$ cat src/rtl/mt_fetch_sched.sv
// Barrel-processor fetch scheduler: round-robin thread pick and per-thread PC file.
// Redirects to the thread being picked in the same cycle bypass into imem_addr.
module mt_fetch_sched #(
  parameter int                    NUM_THREADS  = 8,
  parameter int                    BITS_THREADS = $clog2(NUM_THREADS),
  parameter int                    ADDR_WIDTH   = 32,
  parameter logic [ADDR_WIDTH-1:0] RESET_PC     = '0
) (
  input  logic                    clk_i,
  input  logic                    rst_i,
  input  logic                    stall_i,
  input  logic [NUM_THREADS-1:0]  thread_en_i,
  input  logic                    redirect_valid_i,
  input  logic [BITS_THREADS-1:0] redirect_tid_i,
  input  logic [ADDR_WIDTH-1:0]   redirect_pc_i,
  output logic                    imem_en_o,
  output logic [ADDR_WIDTH-1:0]   imem_addr_o,
  output logic                    fetch_valid_o,
  output logic [BITS_THREADS-1:0] fetch_tid_o,
  output logic [ADDR_WIDTH-1:0]   fetch_pc_o
);

  logic [ADDR_WIDTH-1:0]   pc_q [NUM_THREADS];
  logic [ADDR_WIDTH-1:0]   pc_d [NUM_THREADS];
  logic [BITS_THREADS-1:0] last_tid_q, last_tid_d;
  logic                    fetch_valid_q, fetch_valid_d;
  logic [BITS_THREADS-1:0] fetch_tid_q, fetch_tid_d;
  logic [ADDR_WIDTH-1:0]   fetch_pc_q, fetch_pc_d;

  logic [BITS_THREADS-1:0] sel;
  logic [BITS_THREADS-1:0] cand;
  logic                    found;
  logic                    any_en;
  logic                    issue;
  logic [ADDR_WIDTH-1:0]   redir_pc;
  logic [ADDR_WIDTH-1:0]   eff_pc;
  logic [1:0]              unused_redir_lsbs;

  assign unused_redir_lsbs = redirect_pc_i[1:0];
  assign redir_pc = {redirect_pc_i[ADDR_WIDTH-1:2], 2'b00};
  assign any_en   = |thread_en_i;
  assign issue    = !stall_i && any_en;

  // Scan last+1 .. last+NUM_THREADS; the final candidate wraps back to last_tid itself.
  always_comb begin
    sel   = '0;
    cand  = '0;
    found = 1'b0;
    for (int i = 1; i <= NUM_THREADS; i++) begin
      cand = last_tid_q + BITS_THREADS'(i);
      if (!found && thread_en_i[cand]) begin
        sel   = cand;
        found = 1'b1;
      end
    end
  end

  always_comb begin
    eff_pc = pc_q[sel];
    if (redirect_valid_i && (redirect_tid_i == sel)) begin
      eff_pc = redir_pc;
    end
  end

  always_comb begin
    pc_d          = pc_q;
    last_tid_d    = last_tid_q;
    fetch_valid_d = fetch_valid_q;
    fetch_tid_d   = fetch_tid_q;
    fetch_pc_d    = fetch_pc_q;
    if (redirect_valid_i) begin
      pc_d[redirect_tid_i] = redir_pc;
    end
    if (issue) begin
      pc_d[sel]     = eff_pc + ADDR_WIDTH'(4);
      last_tid_d    = sel;
      fetch_valid_d = 1'b1;
      fetch_tid_d   = sel;
      fetch_pc_d    = eff_pc;
    end else if (!stall_i) begin
      fetch_valid_d = 1'b0;
    end
  end

  always_ff @(posedge clk_i) begin
    if (rst_i) begin
      for (int t = 0; t < NUM_THREADS; t++) begin
        pc_q[t] <= RESET_PC;
      end
      last_tid_q    <= BITS_THREADS'(NUM_THREADS - 1);
      fetch_valid_q <= 1'b0;
      fetch_tid_q   <= '0;
      fetch_pc_q    <= '0;
    end else begin
      pc_q          <= pc_d;
      last_tid_q    <= last_tid_d;
      fetch_valid_q <= fetch_valid_d;
      fetch_tid_q   <= fetch_tid_d;
      fetch_pc_q    <= fetch_pc_d;
    end
  end

  assign imem_en_o     = issue;
  assign imem_addr_o   = eff_pc;
  assign fetch_valid_o = fetch_valid_q;
  assign fetch_tid_o   = fetch_tid_q;
  assign fetch_pc_o    = fetch_pc_q;

endmodule
$ cat config.mk
export PLATFORM = sky130hd
export DESIGN_NAME = mt_fetch_sched
export DESIGN_NICKNAME = d
export VERILOG_FILES = /design/src/rtl/mt_fetch_sched.sv
export SDC_FILE = /design/constraint.sdc
export NUM_CORES = 1
export LEC_CHECK = 0
export CAP_MARGIN = 20
export CORE_ASPECT_RATIO = 1.25
export CORE_MARGIN = 2
export CORE_UTILIZATION = 50
export DETAILED_ROUTE_END_ITERATION = 10
export PLACE_DENSITY = 0.68
export SYNTH_ARGS = -nofsm -noshare
export SYNTH_HDL_FRONTEND = slang
export SYNTH_SLANG_ARGS = --single-unit
$ cat constraint.sdc
create_clock -name clk_i -period 15.78 [get_ports clk_i]
set_clock_uncertainty 0.05 [all_clocks]
set_input_delay 2.367 -clock clk_i [delete_from_list [all_inputs] [get_ports clk_i]]
set_output_delay 2.367 -clock clk_i [all_outputs]
set_load 0.01 [all_outputs]
==> metrics, run 1 <==
fin crit period 10760 ps; die width 171 um; Setup-failing EPs final 0; nets 2085; CP max stage delay 970 ps; largest net degree at the start of global routing 147; die area 36600 um2; DIE HEIGHT 213 um; CTS buffer count 35; final wirelength 63.2 mm; Net Count, Synth 2108; Initial Util 0.508; worst min path class reg -> reg; outcome finished, final reports clean; RR Endpoint pc_q[116]; Hold Violations, Final 0; largest fanout on the critical path 49; first-pass GRT wire length 95.6 mm; asr flop ratio synth 0; number of global-route vias before repair 16.1k; CTS clock-pin slew for the worst setup and hold paths 60 ps; Slowest-stage cell, CP a31oi_4; first-pass detailed-route iteration total 8; CP arrival 8350 ps; via density per instance 6.66; I/O Buffers 113; nature of the critical path endpoint output port; f_max 0.0929 GHz; CTS tree done; CTS Root Cell clkbuf_16; hold_buf cts 0; WL per Instance 25.0 um; Worst R2R Start last_tid_q[0]; Final HPWL DP 37.1 mm; critical path endpoint imem_addr_o[30]; Mapped Area 17500 um2; total negative slack 0 ps; row count 76; Crit Path Class in -> out; max_slew headroom 0.230; Synth Warn # 0; RePlAce Congestion 0.842; CP Launch Point thread_en_i[7]; CTS max path bufs 3; Post-synth top flop dfxtp_1; share of the synthesized area in the top cell type 0.337; Seq cells post-synth 295; Tcrit/Tclk final 0.682; number of synthesized flops with an enable pin 0; post-CTS sizing 0; CP required 13360 ps; crit path cell chain clkdlybuf4s50_1 > mux4_2 > mux2_2 > nor3_1 > a31oi_1 > a31oi_4 > buf_4 > o21ai_1 > buf_4 > o21ai_0 > o21ai_0 > a22oi_1 > inv_1 > clkdlybuf4s50_1; layout cells sized above 1 0.116; Least-Margin Pin Slew 1150 ps; Post-CTS Setup Repair Bufs 0; Synth area leaders dfxtp_1 34%, a211oi_1 11%, mux2i_1 9.0%, a21oi_1 3.8%, nand2_1 3.5%; htree depth 2; Post-DRT Antenna Nets 0; CP startpoint kind input pin; RSZ-0062 raised after global routing false; cells on worst reg2reg path 20; GR Overflow Total 0; post-synth cell types 102; CTS sink count 295; # fillers 3138; Mapped Cells 2058; sequential area share after synthesis 0.337; All-Layer GR Usage 0.340; Synth area leader dfxtp_1; DRT iter0 DRCs 1699; Skew-Pair Late Insertion Delay 540 ps; mean area per synthesized cell 8.51 um2; Worst R2R Setup Slack 6820 ps; P&R area growth vs syn 13.2%; Ports 116; fin. max-slew vios 0; Core Footprint 34500 um2; routed via count 16.8k; drc violations 0; Max Cap Viol 0; initial antenna violation count 1
## cell usage after synthesis (5+ instances only)
library cell and instances:
a2111oi_0 5, a211oi_1 249, a21o_1 78, a21oi_1 133, a221oi_1 8, a22o_1 5
a22oi_1 6, a311oi_1 6, a31oi_1 12, and2_1 7, and3_1 16, and3b_1 8
buf_1 32, buf_2 37, buf_4 10, buf_6 5, clkbuf_1 139, dfxtp_1 295
inv_1 24, mux2_2 49, mux2i_1 157, mux4_2 11, nand2_1 164, nand3_1 63
nand4_1 17, nor2_1 154, nor2b_1 84, nor3_1 53, nor3b_1 9, nor4_1 10
nor4_2 9, o21a_1 7, o21ai_0 19, o21ai_1 6, o22ai_1 15, or4_1 6
xnor2_1 12, xor2_1 17
## cell usage in the layout (no fill, tap or decap), types with 7 or more instances in the layout
cell,n
o21ai_0,19
a31oi_1,12
mux2_2,49
xor2_1,17
buf_4,51
nor2_1,146
clkbuf_1,12
xnor2_1,12
a211oi_1,249
nor4_2,10
nor3b_1,8
dfxtp_1,295
a221oi_1,8
o21a_1,7
clkdlybuf4s50_1,112
and2_1,7
nand2_1,160
inv_1,24
nor2b_1,84
mux4_2,11
mux2i_1,157
nand4_1,17
o22ai_1,15
nor3_1,51
nor4_1,9
a21o_1,78
and3_1,16
clkbuf_16,36
a21oi_1,133
and3b_1,8
nand3_1,63
## worst max-delay path: cells and delay by family
family | cells | cell delay (ps)
AOI/OAI and AO/OA | 6 | 2280
muxes | 2 | 940
buffers and inverters | 5 | 2280
and+or+nand+nor | 1 | 390
## how the worst min path moves through the flow
stage,from,end,slack (ps),depth (start not counted)
6_report,fetch_pc_o[27],fetch_pc_o[27],400,2
2_1_floorplan,pc_q[160],pc_q[160],410,1
4_1_cts,fetch_pc_o[15],fetch_pc_o[15],400,2
5_1_grt,fetch_tid_o[1],fetch_tid_o[1],420,2
3_5_place_dp,fetch_pc_o[15],fetch_pc_o[15],400,2
3_3_place_gp,fetch_valid_o,fetch_valid_o,390,2
## layer usage
metal,GRT usage,up-vias,routed length (um)
met5,0,-,0
met3,0.0641,231,5390
li1,-,7553,-
met2,0.559,901,29200
met4,0.183,0,3560
met1,0.418,8164,25000
## final cells by class
type                       count  area [um2]  share of cell area
multi-input combinational   1511       10600               0.536
sequential                   295        5910               0.298
timing repair buffer         164        1520              0.0766
clock buffer                  54        1030              0.0518
tap                          468         586              0.0295
inverter                      28         105             0.00530
clock inverter                 7        56.3             0.00284
antenna                        1        2.50            0.000126
## through the flow
stage	hold WS [ps]	area (um2)	setup WS (ps)	utilization	instances
after floorplan	408	17500	7440	-	2058
after global placement	392	18700	4860	0.543	2465
after detailed placement	396	18700	4850	0.543	2465
after CTS	404	19800	4810	0.574	2526
after global routing	417	19800	4770	0.575	2528
final	403	19800	5020	0.575	2528
## state kept, by name, summed over array words and instances (netlist names)
| name | cells |
|---|---|
| fetch_pc_o | 32 |
| fetch_tid_o | 3 |
| fetch_valid_o | 1 |
| pc_q | 256 |
| last_tid_q | 3 |
## cell families after synthesis
kind of cell               Yosys count  share of synthesized area
and+or+nand+nor                    634                      0.185
AOI/OAI and AO/OA                  621                      0.259
DFF                                295                      0.337
buffers and inverters              252                     0.0610
muxes                              220                      0.137
xor gates and xnor gates            33                     0.0182
adders and majority gates            3                    0.00214
Power of run 1 is not shown: default switching activity piles up to over one toggle a cycle in this logic, so the estimate is an artifact.
==> run 2, diff against run 1 <==
Settings changed: PLACE_DENSITY 0.68 to 0.71.
Clock period 15.78 ns to 8.62 ns, I/O delays scaled along.
==> metrics, run 2 (synthesis gave the netlist of run 1 again) <==
CTS tree done; RSZ-0062 raised after global routing false; routed via count 17.1k; WHS Path Cells 2; number of global-route vias before repair 16.5k; CTS Root Cell clkbuf_16; crit path cell chain buf_4 > clkinv_1 > ha_2 > mux4_2 > or4_4 > nor3_1 > o21ai_1 > and4_1 > nor2_4 > mux2i_1 > a221o_1 > o41ai_4 > clkdlybuf4s50_1; CTS sink count 295; DRT iter0 DRCs 1796; most frequent cells in the layout 295 x dfxtp_1, 249 x a211oi_1, 160 x nand2_1; CP max stage delay 710 ps; nature of the critical path endpoint output port; WHS Endpoint fetch_tid_o[1]; total negative slack 0 ps; # fillers 3106; GR Overflow Total 0; die width 171 um; Worst R2R Setup Slack 720 ps; final wirelength 64.3 mm; min-delay src fetch_tid_o[1]; first-pass detailed-route iteration total 6; nets 2104; Worst R2R Start last_tid_q[0]; Final HPWL DP 38.3 mm; first-pass GRT wire length 97.4 mm; Slowest-stage cell, CP ha_2; Ports 116; largest fanout on the critical path 21; RePlAce Congestion 0.888; die area 36600 um2; Initial Util 0.508; commonest non-fill, non-tap cell in the layout dfxtp_1; CP startpoint kind flop; initial antenna violation count 1; number of flip-flops under the largest register name 256; Hold Violations, Final 0; Buf+Inv Stages, Crit Path 3; DIE HEIGHT 213 um; I/O Buffers 113; Setup-failing EPs final 0; CTS max path bufs 3; hold_buf cts 0; largest net degree at the start of global routing 127; f_max 0.121 GHz; Least-Margin Pin Slew 1090 ps; CP arrival 6890 ps; CP required 7280 ps; Tcrit/Tclk final 0.955; All-Layer GR Usage 0.346; CP Depth 13; layout cells sized above 1 0.124; drc violations 0; CTS clock-pin slew for the worst setup and hold paths 60 ps; Top reg by flops pc_q; Skew-Pair Late Insertion Delay 530 ps; row count 76; worst min path class reg -> reg; cells on worst reg2reg path 21; CTS buffer count 35; P&R area growth vs syn 14.3%; RR Endpoint pc_q[124]; Post-DRT Antenna Nets 0; via density per instance 6.73; WL per Instance 25.3 um; fin. max-slew vios 0; outcome finished, final reports clean; crit-path leading delay family simple AND/OR/NAND/NOR gates; htree depth 2; Max Cap Viol 0; Core Footprint 34500 um2; fin crit period 8230 ps; Crit Path Class reg -> out; max_slew headroom 0.272
## run 2: worst max path at each step
| stage | startpoint | to | slack (ps) |
|---|---|---|---|
| 4_1_cts | last_tid_q[0] | imem_addr_o[18] | 200 |
| 3_5_place_dp | thread_en_i[5] | pc_q[186] | 530 |
| 2_1_floorplan | last_tid_q[1] | imem_addr_o[31] | 2360 |
| 6_report | last_tid_q[0] | imem_addr_o[14] | 390 |
| 3_3_place_gp | thread_en_i[7] | imem_addr_o[18] | 540 |
| 5_1_grt | last_tid_q[0] | imem_addr_o[0] | 120 |
## run 2: through the flow
step / cells / hold slack [ps] / worst slack [ps] / util / instance area, um2
6_report: 2544 / 403 / 386 / 0.580 / 20000
5_1_grt: 2543 / 433 / 124 / 0.580 / 20000
4_1_cts: 2541 / 404 / 197 / 0.579 / 20000
3_5_place_dp: 2483 / 396 / 525 / 0.548 / 18900
3_3_place_gp: 2483 / 391 / 539 / 0.548 / 18900
2_1_floorplan: 2058 / 408 / 2360 / - / 17500
## run 2: layer usage
layer / share of wire / track usage / routed length [um] / up-vias
li1: - / - / - / 7593
met5: 0 / 0 / 0 / -
met4: 0.069 / 0.233 / 4450 / 0
met3: 0.093 / 0.0556 / 6000 / 271
met2: 0.46 / 0.559 / 29500 / 1002
met1: 0.38 / 0.422 / 24400 / 8260
## run 2: tightest hold or removal path, cell delays in order, from the launching register on
cell	delay, ps
dfxtp_1	300
nand2_1	50
a21oi_1	50
## run 2: what timing repair did
item	CTS	global route
setup buffers	0	0
endpoints found under the hold margin	0	0
setup endpoints to repair	0	10
gates resized for setup	0	2
## run 2: area by class of cell
type	instances	area [um2]	area share
Clock buffer	52	1010	0.0505
Multi-Input combinational cell	1511	10600	0.532
Timing Repair Buffer	183	1720	0.0859
Inverter	28	105	0.00525
Antenna cell	1	2.50	0.000125
Tap cell	468	586	0.0293
Sequential cell	295	5910	0.295
Clock inverter	6	48.8	0.00244
Power of run 2 is left out for the same reason.
==> run 3, diff against run 2 <==
Settings changed: MAX_ROUTING_LAYER set to met4.
==> metrics, run 3 (synthesis gave the netlist of run 1 again) <==
Ports 116; CTS Root Cell clkbuf_16; most frequent cells in the layout 295 x dfxtp_1, 249 x a211oi_1, 160 x nand2_1; nature of the critical path endpoint output port; I/O Buffers 113; Reg area 5910 um2; fin. max-slew vios 0; WL per Instance 24.8 um; Top reg by flops pc_q; routed via count 17.0k; Least-Margin Pin Slew 1190 ps; first-pass GRT wire length 94.8 mm; n_diodes 0; final wirelength 63.2 mm; largest net degree at the start of global routing 149; Tcrit/Tclk final 0.965; CP required 7280 ps; CTS sink count 295; CP startpoint kind flop; die width 171 um; hold slack final 405 ps; outcome finished, final reports clean; die area 36600 um2; number of flip-flops under the largest register name 256; CTS tree done; fin crit period 8320 ps; nets 2105; All-Layer GR Usage 0.347; # fillers 3080; Core Footprint 34500 um2; via density per instance 6.65; largest fanout on the critical path 19; row count 76; grt met3 use 0.0560; initial antenna violation count 0; htree depth 2; f_max 0.120 GHz; worst min path class reg -> reg; max_slew headroom 0.204; Max Cap Viol 0; P&R area growth vs syn 14.7%; CP arrival 6980 ps; DIE HEIGHT 213 um; hold_buf cts 0; GR Overflow Total 0; CTS clock-pin slew for the worst setup and hold paths 50 ps; RSZ-0062 raised after global routing false; met2 Resource Use GR 0.543; Multi-input gate area 10600 um2; Hold Violations, Final 0; number of global-route vias before repair 16.0k; Post-CTS Setup Repair Bufs 0; post-CTS sizing 0; met1 usage 0.416; CTS buffer count 35; total negative slack 0 ps; Setup-failing EPs final 0; DRT iter0 DRCs 1958; first-pass detailed-route iteration total 7; post-placement cell area 18900 um2; Skew-Pair Late Insertion Delay 530 ps; layout cells sized above 1 0.128; RePlAce Congestion 0.928; Final Cell Area 20100 um2; Initial Util 0.508; Crit Path Class reg -> out; Post-DRT Antenna Nets 0; drc violations 0; Final HPWL DP 38.4 mm; CTS max path bufs 3; commonest non-fill, non-tap cell in the layout dfxtp_1; GRT Max-Usage Layer met2
[run 3: cell types whose count changed in the layout (fill, tap and decap cells not counted), sizes merged]
cell | previous run | this run
inv | 27 | 28
diode | 1 | 0
bufinv | 0 | 2
clkinvlp | 0 | 3
buf | 70 | 72
clkbuf | 53 | 51
clkinv | 7 | 6
[run 3: final cells by class]
class	count	area share
inverters	28	0.00523
clock inverters	11	0.00666
multi-input cells	1511	0.529
clock buffers	51	0.0521
well taps	468	0.0291
flip-flops and latches	295	0.294
repair buffers	184	0.0839
[run 3: worst max-delay path, cell delays in order, from the launching register on]
cell and delay, ps:
dfxtp_1 300, buf_4 250, inv_1 170, ha_1 830, mux4_2 480, or4_4 580
nor3_1 190, o21ai_1 370, and4_1 630, o21ai_1 880, buf_4 360, a21oi_1 60
a211oi_1 420, nand2_1 90, nand2_1 230, clkdlybuf4s50_1 580
[run 3: path summary, 6_finish.rpt]
kind,from,to,slack (ps),cells past startpoint
max,last_tid_q[1],imem_addr_o[18],300,15
max reg2reg,last_tid_q[1],pc_q[188],700,21
min,fetch_valid_o,fetch_valid_o,400,2
min reg2reg,fetch_valid_o,fetch_valid_o,400,2
[run 3: through the flow]
| step | util | std cells | setup WS, ps |
|---|---|---|---|
| 2_1_floorplan | - | 2058 | 2360 |
| 3_3_place_gp | 0.548 | 2485 | 565 |
| 3_5_place_dp | 0.548 | 2485 | 532 |
| 4_1_cts | 0.582 | 2547 | 445 |
| 5_1_grt | 0.582 | 2548 | 164 |
| 6_report | 0.582 | 2548 | 299 |
[run 3: routing by layer]
layer,up-vias,part of all wire
met2,982,0.46
met5,-,0
li1,7600,-
met1,8084,0.38
met4,0,0.070
met3,286,0.092
Power of run 3 is left out for the same reason.
